[config.mk]
export PLATFORM = sky130hd
export DESIGN_NAME = sram_port_arbiter
export DESIGN_NICKNAME = d
export VERILOG_FILES = /design/src/rtl/sram_port_arbiter.sv
export SDC_FILE = /design/constraint.sdc
export NUM_CORES = 1
export LEC_CHECK = 0
export CORE_AREA = 2 2 121 123
export CTS_CLUSTER_SIZE = 10
export DETAILED_ROUTE_END_ITERATION = 12
export DIE_AREA = 0 0 123 125
export PLACE_DENSITY = 0.88
export SLEW_MARGIN = 20
export SYNTH_ARGS = -nofsm -noshare
export SYNTH_HDL_FRONTEND = slang
export SYNTH_SLANG_ARGS = --single-unit
export TNS_END_PERCENT = 30
[constraint.sdc]
create_clock -name in_HCLK -period 2.95 [get_ports in_HCLK]
set_clock_uncertainty 0.2 [all_clocks]
set_input_delay 0.295 -clock in_HCLK [delete_from_list [all_inputs] [get_ports in_HCLK]]
set_output_delay 0.295 -clock in_HCLK [all_outputs]
set_load 0.005 [all_outputs]
[src/rtl/sram_port_arbiter.sv]
// -----------------------------------------------------------------------------
// sram_port_arbiter
//
// Shares one dual-port frame SRAM (one write port, one read port) between
// three agents of forward_transform_soc:
//   - capture path : write only, never stalled, highest write priority
//   - transform    : reads and writes (valid/ready handshakes)
//   - AHB host     : reads only (valid/ready handshake)
//
// Write port : fixed priority, capture over transform.
// Read port  : round-robin between transform and host.
// All SRAM strobes are registered. Returned read data is steered to the agent
// that issued the read by an owner/valid pipeline matching the SRAM latency.
//
// Ports
//   in_HCLK, in_HRESET                       clock, synchronous active-high reset
//   in_cap_we/addr/data                      capture write (always accepted)
//   in_xf_wvalid/waddr/wdata, out_xf_wready  transform write handshake
//   in_xf_rvalid/raddr, out_xf_rready        transform read request handshake
//   out_xf_rdvalid/rdata                     transform read return
//   in_host_rvalid/raddr, out_host_rready    host read request handshake
//   out_host_rdvalid/rdata                   host read return
//   out_SRAM_we/w_ADDR/w_DATA                registered SRAM write port
//   out_SRAM_re/r_ADDR, in_SRAM_r_DATA       registered SRAM read port, read data
//   in_cnt_clr, out_xf_wstall_cnt            saturating transform-write stall counter
//
// Read timing: in_SRAM_r_DATA is sampled RD_LAT rising edges after the edge
// that raised out_SRAM_re, so a read accepted at edge N returns rdvalid/rdata
// in cycle N+1+RD_LAT.
// -----------------------------------------------------------------------------
module sram_port_arbiter #(
    parameter int ADDR_W = 15,
    parameter int DATA_W = 32,
    parameter int RD_LAT = 1
) (
    input  logic              in_HCLK,
    input  logic              in_HRESET,

    input  logic              in_cap_we,
    input  logic [ADDR_W-1:0] in_cap_addr,
    input  logic [DATA_W-1:0] in_cap_data,

    input  logic              in_xf_wvalid,
    input  logic [ADDR_W-1:0] in_xf_waddr,
    input  logic [DATA_W-1:0] in_xf_wdata,
    output logic              out_xf_wready,

    input  logic              in_xf_rvalid,
    input  logic [ADDR_W-1:0] in_xf_raddr,
    output logic              out_xf_rready,
    output logic              out_xf_rdvalid,
    output logic [DATA_W-1:0] out_xf_rdata,

    input  logic              in_host_rvalid,
    input  logic [ADDR_W-1:0] in_host_raddr,
    output logic              out_host_rready,
    output logic              out_host_rdvalid,
    output logic [DATA_W-1:0] out_host_rdata,

    input  logic [DATA_W-1:0] in_SRAM_r_DATA,
    output logic              out_SRAM_we,
    output logic              out_SRAM_re,
    output logic [ADDR_W-1:0] out_SRAM_w_ADDR,
    output logic [ADDR_W-1:0] out_SRAM_r_ADDR,
    output logic [DATA_W-1:0] out_SRAM_w_DATA,

    input  logic              in_cnt_clr,
    output logic [15:0]       out_xf_wstall_cnt
);

    typedef enum logic {
        OWN_XF   = 1'b0,
        OWN_HOST = 1'b1
    } owner_e;

    owner_e            last;                     // most recently granted reader
    logic              grant_xf;
    logic              grant_host;
    logic [RD_LAT-1:0] pipe_valid;
    owner_e            pipe_owner [RD_LAT];
    logic              tail_xf;
    logic              tail_host;

    // -------------------------------------------------------------------------
    // Write port: capture always wins. Handshakes are held low while reset is
    // being sampled so no agent sees an acceptance the registers will discard.
    // -------------------------------------------------------------------------
    assign out_xf_wready = in_xf_wvalid & ~in_cap_we & ~in_HRESET;

    always_ff @(posedge in_HCLK) begin
        // NOTE: sequential state uses non-blocking assignments so every register
        // samples pre-edge values regardless of block ordering.
        if (in_HRESET) begin
            out_SRAM_we     <= 1'b0;
            out_SRAM_w_ADDR <= '0;
            out_SRAM_w_DATA <= '0;
        end else if (in_cap_we) begin
            out_SRAM_we     <= 1'b1;
            out_SRAM_w_ADDR <= in_cap_addr;
            out_SRAM_w_DATA <= in_cap_data;
        end else if (in_xf_wvalid) begin
            out_SRAM_we     <= 1'b1;
            out_SRAM_w_ADDR <= in_xf_waddr;
            out_SRAM_w_DATA <= in_xf_wdata;
        end else begin
            out_SRAM_we     <= 1'b0;            // address and data hold
        end
    end

    // -------------------------------------------------------------------------
    // Read port: round-robin. Under contention the reader that was not granted
    // last time wins; a lone requester always wins.
    // -------------------------------------------------------------------------
    always_comb begin
        // NOTE: defaults first so every path assigns both grants and no latch
        // is inferred.
        grant_xf   = 1'b0;
        grant_host = 1'b0;
        if (!in_HRESET) begin
            if (in_xf_rvalid && (!in_host_rvalid || last == OWN_HOST)) begin
                grant_xf = 1'b1;
            end else if (in_host_rvalid) begin
                grant_host = 1'b1;
            end
        end
    end

    assign out_xf_rready   = grant_xf;
    assign out_host_rready = grant_host;

    always_ff @(posedge in_HCLK) begin
        if (in_HRESET) begin
            last            <= OWN_HOST;        // transform wins first contention
            out_SRAM_re     <= 1'b0;
            out_SRAM_r_ADDR <= '0;
        end else if (grant_xf) begin
            last            <= OWN_XF;
            out_SRAM_re     <= 1'b1;
            out_SRAM_r_ADDR <= in_xf_raddr;
        end else if (grant_host) begin
            last            <= OWN_HOST;
            out_SRAM_re     <= 1'b1;
            out_SRAM_r_ADDR <= in_host_raddr;
        end else begin
            out_SRAM_re     <= 1'b0;            // address holds
        end
    end

    // -------------------------------------------------------------------------
    // Return routing: stage 0 loads alongside out_SRAM_re; the tail stage
    // coincides with valid SRAM read data, which is captured into the owner's
    // output register (the final pipeline stage). Reset empties the pipeline so
    // reads granted before reset never return.
    // -------------------------------------------------------------------------
    assign tail_xf   = pipe_valid[RD_LAT-1] && (pipe_owner[RD_LAT-1] == OWN_XF);
    assign tail_host = pipe_valid[RD_LAT-1] && (pipe_owner[RD_LAT-1] == OWN_HOST);

    always_ff @(posedge in_HCLK) begin
        if (in_HRESET) begin
            pipe_valid       <= '0;
            for (int i = 0; i < RD_LAT; i++) begin
                pipe_owner[i] <= OWN_XF;
            end
            out_xf_rdvalid   <= 1'b0;
            out_host_rdvalid <= 1'b0;
            out_xf_rdata     <= '0;
            out_host_rdata   <= '0;
        end else begin
            pipe_valid[0] <= grant_xf | grant_host;
            pipe_owner[0] <= grant_host ? OWN_HOST : OWN_XF;
            for (int i = 1; i < RD_LAT; i++) begin
                pipe_valid[i] <= pipe_valid[i-1];
                pipe_owner[i] <= pipe_owner[i-1];
            end

            out_xf_rdvalid   <= tail_xf;
            out_host_rdvalid <= tail_host;
            if (tail_xf) begin
                out_xf_rdata <= in_SRAM_r_DATA;
            end
            if (tail_host) begin
                out_host_rdata <= in_SRAM_r_DATA;
            end
        end
    end

    // -------------------------------------------------------------------------
    // Stall counter: cycles in which a transform write lost to capture.
    // Clear beats increment; the count sticks at all-ones.
    // -------------------------------------------------------------------------
    always_ff @(posedge in_HCLK) begin
        if (in_HRESET || in_cnt_clr) begin
            out_xf_wstall_cnt <= '0;
        end else if (in_xf_wvalid && in_cap_we && (out_xf_wstall_cnt != 16'hFFFF)) begin
            out_xf_wstall_cnt <= out_xf_wstall_cnt + 16'd1;
        end
    end

endmodule
==> summary.md, run 1 <==
| Metric | Value |
|---|---|
| Post-Synth Simple-Gate Area | `21.1%` |
| Share of layout cells above drive strength 1 | `~4.8%` |
| Largest family of logic cells by synthesized area | `simple AND/OR/NAND/NOR gates` |
| Multiplexer share of the synthesized area | `9.43%` |
| Drt total wl | `19400 um` |
| Tightest Pin Transition | `0.918 ns` |
| Worst IR Drop VDD | `0.338 mV` |
| Die area | `approximately 15000 um^2` |
| Max_cap viols | `0` |
| Later-pin clock latency in the skew report | `0.42 ns` |
| Final core utilization | `between 60% and 70%` |
| Setup-failing EPs final | `0` |
| Pwr per Cell Area | `514 nW/um^2` |
| Row cnt | `44` |
| Leak | `0.00368 uW` |
| Final std cells w/o fill | `1215` |
| Clk Tree Root Cell | `clkbuf_16` |
| Post-synthesis cell area | `5940 um^2` |
| Hold Fails Final Rpt | `0` |
| Type of origin of the critical path | `primary input` |
| Buffers on Ports | `311` |
| Die Span X | `123 um` |
| Hold Path Depth | `4` |
| EDFF count, synth | `0` |
| Synth Warn # | `0` |
| Post-detailed-route count of antenna-violating nets | `0` |
| Placed Cells | `around 1.2k` |
| Clock Sinks | `148` |
| Number of global-route vias before repair | `6056` |
| CTS Buffer Depth | `2` |
| Number of diodes | `0` |
| Io pins | `312` |
| RSZ-0062 raised after global routing | `no` |
| Post_cts resized | `0` |
| Grt ovf | `0` |
| Max-slew violations | `0` |
| M1 GR Usage | `27.2%` |
| Compound-Gate Fraction of Synth Area | `between 10 and 15%` |
| Synthesized area per cell | `8.14 um^2` |
| Initial antenna violation count | `0` |
| Run status | `finished, final reports clean` |
| Min Tclk post-route | `roughly 2.3 ns` |
| TritonCTS clock tree | `built` |
| Largest net degree at the start of global routing | `96` |
| Post-synth ARST share | `0%` |
| First-pass GRT wire length | `30300 um` |
| Routability Congestion | `0.848` |
| Initial Utilization | `41.8%` |
| Maximum level of the CTS H-tree | `4` |
| Via count | `6237` |
| Layout area overhead | `63.5%` |
| Predominant post-synthesis flop cell | `dfxtp_1` |
| Synth Area in Adders | `0.211%` |
| Chip height | `about 130 um` |
| Vias/cell | `5.13` |
| Area of the core | `14200 um^2` |
| DRT Pass-1 Iters | `4` |
| Cts hold-fix bufs | `1` |
| Rel. slew slack | `38.8%` |
| CP peak stage delay | `slightly above 0.6 ns` |
| Drt drc | `0` |
| Met3 GRT Util | `under 10%` |
| Worst Path Required | `2.46 ns` |
| DR iter-0 viols | `322` |
| Number of CTS-inserted buffers | `17` |
| Mapped Cells | `730` |
| Clock-pin slew on the worst setup and hold paths | `0.06 ns` |
| R2R depth | `4` |
| CP Capture Type | `primary output` |
| Sequential share of the synthesized area | `49.9%` |
| NumNets Final | `1182` |
| All-layer global routing usage | `24.9%` |
| Syn nets | `894` |
| Gr busiest metal | `met2` |
| Drt wl/cell | `between 15 and 20 um` |
| Crit Path Category | `in -> out` |
| Setup bufs post-CTS | `0` |
| FMAX | `between 0.4 and 0.5 GHz` |
| CP max FO | `14` |
| Library cells used by synthesis | `32` |
| Register bit count reported by yosys | `148` |
| XOR/XNOR Fraction of Synth Area | `0%` |
| Crit path cell chain | `dlygate4sd3_1 > buf_4 > nor3b_1 > clkdlybuf4s50_1` |
| Crit path DAT | `1.85 ns` |
| Dpl hpwl | `13600 um` |
| Setup TNS | `0 ns` |
| Met2 Usage GRT | `42.4%` |
| Final Cycle Share | `79.6%` |
| Min-Delay Path Class | `in -> reg` |
| Slowest CP cell | `clkdlybuf4s50_1` |
flip-flops by register name (all words and copies together), names as in the netlist, 15 cells and up:
signal,count
out_SRAM_r_ADDR,15
out_SRAM_w_ADDR,15
out_SRAM_w_DATA,32
out_host_rdata,32
out_xf_rdata,32
out_xf_wstall_cnt,16
final timing paths:
path	start	endpoint	slack, ns
worst max-delay path	in_HRESET	out_xf_wready	0.60
worst max register to register	out_xf_wstall_cnt[11]$_SDFFE_PP0P_	out_xf_wstall_cnt[7]$_SDFFE_PP0P_	0.85
worst min register to register	out_host_rdata[3]$_SDFFE_PP0P_	out_host_rdata[3]$_SDFFE_PP0P_	0.25
worst min-delay path	in_xf_wvalid	out_xf_wstall_cnt[6]$_SDFFE_PP0P_	0.15
placed cells by master (no fill, tap or decap), types with 2 or more instances in the layout:
cell / count
or3_1: 4
nor3b_1: 2
and2_1: 3
mux2i_1: 56
nor4_1: 5
inv_6: 5
inv_1: 14
nand2b_1: 3
o31ai_1: 8
dfxtp_1: 148
o22ai_1: 7
a211oi_1: 16
nand3_1: 5
clkdlybuf4s50_1: 308
clkbuf_16: 17
nand3b_1: 2
and4_1: 2
a21oi_1: 122
buf_4: 12
clkbuf_8: 2
buf_2: 2
nor3_1: 2
or2_2: 2
nand4_1: 9
clkinv_4: 5
o21ai_0: 5
or4_1: 10
clkinvlp_4: 2
nand2_1: 138
nor2_1: 107
cell families after synthesis:
| kind of cell | Yosys count |
|---|---|
| buffers and inverters | 68 |
| muxes | 56 |
| DFF | 148 |
| AOI/OAI and AO/OA | 161 |
| and+or+nand+nor | 296 |
| adders and majority gates | 1 |
power breakdown:
group | internal (uW) | switching [uW] | leakage, uW
clock network | 1150 | 905 | 0.000273
logic | 472 | 312 | 0.00220
registers | 2100 | 55.5 | 0.00121
area by class of cell:
class,count,area [um^2]
clock buffers,19,453
clock inverters,13,114
fillers,1137,4490
inverters,14,52.6
multi-input cells,514,2710
flip-flops and latches,148,2960
well taps,184,230
repair buffers,323,3190
worst max-delay path, delay by kind of cell:
| family | cells | cell delay [ns] |
|---|---|---|
| buffers and inverters | 3 | 1.36 |
| and+or+nand+nor | 1 | 0.19 |
per-stage QoR:
step | hold WS, ns | area, um^2 | setup WS (ns) | power, uW
after floorplan | 0.231 | 5940 | 1.04 | 2480
after global routing | 0.187 | 9720 | 0.475 | 5200
final | 0.150 | 9720 | 0.602 | 4990
after CTS | 0.131 | 9720 | 0.589 | 5040
after global placement | 0.241 | 9140 | 0.957 | 2960
after detailed placement | 0.245 | 9140 | 0.871 | 2980
cells in the mapped netlist (7+ instances only):
master    count  area [um^2]
clkbuf_1     42          158
buf_2        10         50.1
a21oi_1     122          611
mux2i_1      56          561
nand2_1     138          518
or4_1        10         75.1
nand4_1       9         56.3
nor2_1      107          402
inv_1        14         52.6
o22ai_1       7         43.8
a211oi_1     16          120
dfxtp_1     148         2960
o31ai_1       8         60.1
per-layer routing:
layer  vias to the layer above  wire length, um
met5                         -                0
met4                         0              675
met3                        46             1710
met2                       232             9620
met1                      2893             7390
li1                       3066                -
(Power assumes the default switching activity.)
==> run 2: changes to the inputs <==
CORE_AREA = not set   (was 2 2 121 123)
CORE_UTILIZATION = 36   (was not set)
DIE_AREA = not set   (was 0 0 123 125)
PLACE_DENSITY = 0.8   (was 0.88)
clock period = 2 ns   (was 2.95 ns; I/O delays follow)
==> summary.md, run 2 (synthesis results as in run 1) <==
| Metric | Value |
|---|---|
| Rel. slew slack | `70.5% (was 38.8%)` |
| Run status | `finished, final reports clean (unchanged)` |
| RSZ-0062 raised after global routing | `yes (was no)` |
| Reg2reg setup slack | `0.02 ns (was 0.85 ns)` |
| Setup TNS | `0 ns (unchanged)` |
| Commonest non-fill, non-tap cell in the layout | `clkdlybuf4s50_1 (unchanged)` |
| CP Capture Type | `register (was primary output)` |
| All-layer global routing usage | `22.9% (was 24.9%)` |
| Vias/cell | `4.89 (was 5.13)` |
| Dpl ws | `0.0536 ns (was 0.871 ns)` |
| Clock-pin slew on the worst setup and hold paths | `0.06 ns (about the same)` |
| Max_cap viols | `0 (unchanged)` |
| Via count | `6219 (was 6237)` |
| Worst Path Required | `2.15 ns (was 2.46 ns)` |
| Drt total wl | `19800 um (was 19400 um)` |
| Worst setup margin | `0.0212 ns (was 0.602 ns)` |
| CP max FO | `3 (was 14)` |
| Min-Delay Path Class | `in -> reg (unchanged)` |
| Leak | `0.00391 uW (was 0.00368 uW)` |
| Initial antenna violation count | `2 (was 0)` |
| Post-detailed-route count of antenna-violating nets | `0 (unchanged)` |
| Hold Fails Final Rpt | `0 (unchanged)` |
| Layout area overhead | `70.2% (was 63.5%)` |
| Tightest Pin Transition | `0.443 ns (was 0.918 ns)` |
| Crit Path Category | `reg -> reg (was in -> out)` |
| Worst IR Drop VDD | `0.558 mV (was 0.338 mV)` |
| Number of CTS-inserted buffers | `17 (unchanged)` |
| Die area | `17000 um^2 (was 15400 um^2)` |
| Pwr per Cell Area | `789 nW/um^2 (was 514 nW/um^2)` |
| FMAX | `slightly above 0.5 GHz` |
| Clock Sinks | `148 (unchanged)` |
| Area of the core | `16000 um^2 (was 14200 um^2)` |
| Final Cycle Share | `a little over nine tenths` |
| Dpl hpwl | `13900 um (was 13600 um)` |
| Min Tclk post-route | `1.98 ns` |
| Initial Utilization | `37.1% (was 41.8%)` |
| NumNets Final | `1205 (was 1182)` |
| Die Span X | `130 um (was 123 um)` |
| Grt ovf | `0 (unchanged)` |
| Largest net degree at the start of global routing | `96 (unchanged)` |
| Row cnt | `46 (was 44)` |
| Share of layout cells above drive strength 1 | `7.02% (was 4.75%)` |
| Maximum level of the CTS H-tree | `4 (unchanged)` |
| Clk Tree Root Cell | `clkbuf_16 (unchanged)` |
| Later-pin clock latency in the skew report | `0.42 ns (about the same)` |
| Io pins | `312 (unchanged)` |
| TritonCTS clock tree | `built (unchanged)` |
| Most frequent cells in the layout | `clkdlybuf4s50_1, dfxtp_1, nand2_1 (unchanged)` |
| Drt wl/cell | `15.6 um (was 16.0 um)` |
| Chip height | `130 um (was 125 um)` |
| Crit path DAT | `2.13 ns (was 1.85 ns)` |
| Type of origin of the critical path | `register (was primary input)` |
| Max-slew violations | `0 (unchanged)` |
| CTS Buffer Depth | `2 (unchanged)` |
| Routability Congestion | `0.807 (was 0.848)` |
| DR iter-0 viols | `317 (was 322)` |
| Buffers on Ports | `311 (unchanged)` |
| Setup-failing EPs final | `0 (unchanged)` |
| Fillers | `1394 (was 1137)` |
| Number of global-route vias before repair | `5895 (was 6056)` |
| DRT Pass-1 Iters | `4 (unchanged)` |
| First-pass GRT wire length | `30000 um (was 30300 um)` |
| Largest registers | `out_SRAM_w_DATA: 32 flops, out_host_rdata: 32 flops, out_xf_rdata: 32 flops (unchanged)` |
| Drt drc | `0 (unchanged)` |
==> run 2: critical path: stages (launching register included) <==
cell and delay [ns]:
dfxtp_1 0.34, ha_1 0.20, nand4_1 0.15, or4_1 0.57, or3_1 0.33, a21oi_1 0.14
==> run 2: final timing paths <==
| path | from | end | cells after the start |
|---|---|---|---|
| setup / recovery | out_xf_wstall_cnt[0]$_SDFFE_PP0P_ | out_xf_wstall_cnt[14]$_SDFFE_PP0P_ | 5 |
| hold reg to reg | out_xf_rdata[30]$_SDFFE_PP0P_ | out_xf_rdata[30]$_SDFFE_PP0P_ | 2 |
| setup reg to reg | out_xf_wstall_cnt[0]$_SDFFE_PP0P_ | out_xf_wstall_cnt[14]$_SDFFE_PP0P_ | 5 |
| hold / removal | in_HRESET | out_xf_rdata[9]$_SDFFE_PP0P_ | 3 |
==> run 2: timing repair <==
item | 4_1_cts | 5_1_grt
endpoints found under the setup margin | 1 | 5
gates resized for setup | 1 | 4
setup buffers | 1 | 0
hold buffers | 1 | 0
hold endpoints to repair | 6 | 0
pin swaps | 1 | 0
==> run 2: area by class of cell <==
class	instances	area [um^2]	share of cell area, %
Timing Repair Buffer	346	3430	33.9
Sequential cell	148	2960	29.3
Multi-Input combinational cell	514	2720	26.9
Clock buffer	19	453	4.48
Tap cell	216	270	2.67
Clock inverter	13	219	2.16
Inverter	14	52.6	0.520
Antenna cell	1	2.50	0.0247
==> run 2: metrics by stage <==
step	instance area, um^2	total power (uW)	hold WS (ns)	std cells	util [%]
floorplan	5940	3660	0.136	730	-
global placement	9410	4410	0.240	1236	58.8
detailed placement	9410	4430	0.245	1236	58.8
CTS	10100	8060	0.00220	1270	63.1
global route	10100	8280	0.0188	1271	63.2
finish	10100	7980	0.0157	1271	63.2
==> run 2: per-layer routing <==
layer / routed length (um) / track usage [%] / vias to the layer above
met4: 622 / 10.7 / 0
met3: 1400 / 6.84 / 38
li1: - / - / 3106
met1: 7910 / 25.5 / 2857
met2: 9870 / 39.9 / 218
met5: 0 / 0 / -
==> run 2: power breakdown <==
part	total, uW	internal (uW)	switching (uW)
Combinational	1200	725	472
Clock	3600	2310	1300
Sequential	3180	3100	78.6
==> run 3: changes to the inputs <==
CORE_MARGIN = 2   (was not set)
TNS_END_PERCENT = 10   (was 30)
==> summary.md, run 3 (synthesis results as in run 1) <==
| Metric | Value |
|---|---|
| CP Capture Type | `register (unchanged)` |
| Crit Path Category | `reg -> reg (unchanged)` |
| Setup crit start | `out_xf_wstall_cnt[1]$_SDFFE_PP0P_ (was out_xf_wstall_cnt[0]$_SDFFE_PP0P_)` |
| Fillers | `1415 (was 1394)` |
| FMAX | `0.509 GHz (was 0.505 GHz)` |
| Hold_ws | `0.0701 ns (was 0.0157 ns)` |
| All-layer global routing usage | `22.3% (was 22.9%)` |
| Buf/Inv on CP | `0 (unchanged)` |
| R2R depth | `5 (unchanged)` |
| Pwr per Cell Area | `778 nW/um^2 (was 789 nW/um^2)` |
| Max_cap viols | `0 (unchanged)` |
| Drt wl/cell | `15.8 um (was 15.6 um)` |
| Combinational power share | `15.2% (was 15.0%)` |
| Share of layout cells above drive strength 1 | `5.77% (was 7.02%)` |
| DR iter-0 viols | `384 (was 317)` |
| Min-delay src | `in_xf_wvalid (was in_HRESET)` |
| Clk Tree Root Cell | `clkbuf_16 (unchanged)` |
| Final std cells w/o fill | `1257 (was 1271)` |
| Final core utilization | `62.1% (was 63.2%)` |
| Chip height | `132 um (was 130 um)` |
| Reg-to-reg startpoint | `out_xf_wstall_cnt[1]$_SDFFE_PP0P_ (was out_xf_wstall_cnt[0]$_SDFFE_PP0P_)` |
| Clock power share | `43.7% (was 45.1%)` |
| Grt ovf | `0 (unchanged)` |
| Run status | `finished, final reports clean (unchanged)` |
| Number of global-route vias before repair | `6073 (was 5895)` |
| Min-Delay Path Class | `in -> reg (unchanged)` |
| Max-slew violations | `0 (unchanged)` |
| FF+latch area | `2960 um^2 (unchanged)` |
| Psw | `1800 uW (was 1850 uW)` |
| Layout area overhead | `67.2% (was 70.2%)` |
| Hold Path Depth | `5 (was 3)` |
| Slowest CP cell | `or4_1 (unchanged)` |
| Via count | `6212 (was 6219)` |
| Leak | `0.00380 uW (was 0.00391 uW)` |
| Tot Pwr | `7740 uW (was 7980 uW)` |
| Clock Sinks | `148 (unchanged)` |
| Hold Fails Final Rpt | `0 (unchanged)` |
| Crit path DAT | `2.12 ns (was 2.13 ns)` |
| Maximum level of the CTS H-tree | `4 (unchanged)` |
| Buffers on Ports | `311 (unchanged)` |
| Number of CTS-inserted buffers | `17 (unchanged)` |
| Post-detailed-route count of antenna-violating nets | `0 (unchanged)` |
| Internal power | `5930 uW (was 6130 uW)` |
| Rel. slew slack | `38.2% (was 70.5%)` |
| Die Span X | `132 um (was 130 um)` |
| RSZ-0062 raised after global routing | `yes (unchanged)` |
| R2r endpoint | `out_xf_wstall_cnt[14]$_SDFFE_PP0P_ (unchanged)` |
| Drt total wl | `19900 um (was 19800 um)` |
| WP depth | `5 (unchanged)` |
| Dpl hpwl | `14400 um (was 13900 um)` |
| Multi-input combinational cell area | `2720 um^2 (about the same)` |
| Initial Utilization | `37.1% (unchanged)` |
| Largest net degree at the start of global routing | `96 (unchanged)` |
| Vias/cell | `4.94 (was 4.89)` |
| Tightest Pin Transition | `0.927 ns (was 0.443 ns)` |
| CP peak stage delay | `0.56 ns (was 0.57 ns)` |
| Area of the core | `16000 um^2 (unchanged)` |
| Most frequent cells in the layout | `clkdlybuf4s50_1, dfxtp_1, nand2_1 (unchanged)` |
| Switching share of total power | `23.3% (was 23.1%)` |
| DRT Pass-1 Iters | `4 (unchanged)` |
| Reg2reg setup slack | `0.03 ns (was 0.02 ns)` |
| Setup TNS | `0 ns (unchanged)` |
| TritonCTS clock tree | `built (unchanged)` |
| Die area | `17600 um^2 (was 17000 um^2)` |
| Initial antenna violation count | `1 (was 2)` |
| End point of the critical path | `out_xf_wstall_cnt[14]$_SDFFE_PP0P_ (unchanged)` |
| Worst Path Required | `2.16 ns (was 2.15 ns)` |
| Crit path max-delay family | `simple AND/OR/NAND/NOR gates (unchanged)` |
| Io pins | `312 (unchanged)` |
| Final Cycle Share | `98.3% (was 98.9%)` |
| Largest registers | `out_SRAM_w_DATA: 32 flops, out_host_rdata: 32 flops, out_xf_rdata: 32 flops (unchanged)` |
| Type of origin of the critical path | `register (unchanged)` |
| Seq pwr share | `41.1% (was 39.9%)` |
| Min Tclk post-route | `1.97 ns (was 1.98 ns)` |
| Commonest non-fill, non-tap cell in the layout | `clkdlybuf4s50_1 (unchanged)` |
| Later-pin clock latency in the skew report | `0.42 ns (about the same)` |
| Crit path cell chain | `ha_2 > nand4_1 > or4_1 > or3_1 > a21oi_1 (was ha_1 > nand4_1 > or4_1 > or3_1 > a21oi_1)` |
| Worst IR Drop VDD | `0.596 mV (was 0.558 mV)` |
| Drt drc | `0 (unchanged)` |
| First-pass GRT wire length | `31100 um (was 30000 um)` |
| Row cnt | `46 (unchanged)` |
| Placed Cells | `1225 (was 1236)` |
| Clock-pin slew on the worst setup and hold paths | `0.06 ns (about the same)` |
| CP max FO | `4 (was 3)` |
| NumNets Final | `1193 (was 1205)` |
| CTS Buffer Depth | `2 (unchanged)` |
| Routability Congestion | `0.822 (was 0.807)` |
| Setup-failing EPs final | `0 (unchanged)` |
run 3: cell count changes in the layout (fill, tap and decap cells not counted), sizes merged:
cell,previous run,this run
inv,18,17
dlygate4sd3,1,0
bufinv,5,4
clkinvlp,0,2
buf,37,26
clkinv,4,2
run 3: layer usage:
metal,part of all wire [%],global-route usage [%],vias up
met4,3.8,10.5,0
met1,39,24.3,2857
met3,8.0,9.00,50
met5,0,0,-
met2,49,37.9,219
li1,-,-,3086
run 3: worst min-delay path by stage:
stage | end | slack (ns)
global placement | out_xf_rdata[25]$_SDFFE_PP0P_ | 0.24
detailed placement | out_xf_rdata[14]$_SDFFE_PP0P_ | 0.25
CTS | out_SRAM_w_ADDR[2]$_SDFFE_PP0P_ | 0.06
global route | out_xf_wstall_cnt[6]$_SDFFE_PP0P_ | 0.09
finish | out_SRAM_w_ADDR[2]$_SDFFE_PP0P_ | 0.07
floorplan | out_host_rdata[0]$_SDFFE_PP0P_ | 0.14
run 3: stage by stage:
stage	area [um^2]	setup WS [ns]
floorplan	5940	0.0889
global placement	9300	0.0532
detailed placement	9300	0.0379
CTS	9930	0.00696
global route	9940	-0.0125
finish	9940	0.0336
run 3: worst reg2reg max path: cells and delay by family (launching register included):
| family | cells | cell delay, ns |
|---|---|---|
| flip-flops | 1 | 0.34 |
| AO/OA/AOI/OAI | 1 | 0.14 |
| AND/OR/NAND/NOR | 3 | 1.02 |
| adder cells (fa/ha/maj) | 1 | 0.22 |
run 3: timing repair:
item | in CTS | in global routing
endpoints found under the setup margin | 1 | 5
hold buffers | 0 | 0
gates cloned | 0 | 0
hold endpoints to repair | 0 | 0
setup buffers | 1 | 0
pin swaps | 1 | 0
gates resized for setup | 1 | 4
run 3: area by class of cell:
class / instances / area share [%]
inverter: 14 / 0.529
timing repair buffer: 334 / 33.4
clock buffer: 19 / 4.46
clock inverter: 11 / 1.76
multi-input combinational: 514 / 27.3
tap: 216 / 2.72
antenna: 1 / 0.0252
sequential: 148 / 29.8
run 3: power groups by stage:
stage | logic, uW | registers (uW) | clock network (uW)
6_report | 1180 | 3180 | 3380
5_1_grt | 1280 | 3200 | 3590
4_1_cts | 1190 | 3180 | 3440
3_5_place_dp | 1180 | 3240 | 0
3_3_place_gp | 1160 | 3240 | 0
2_1_floorplan | 411 | 3250 | 0
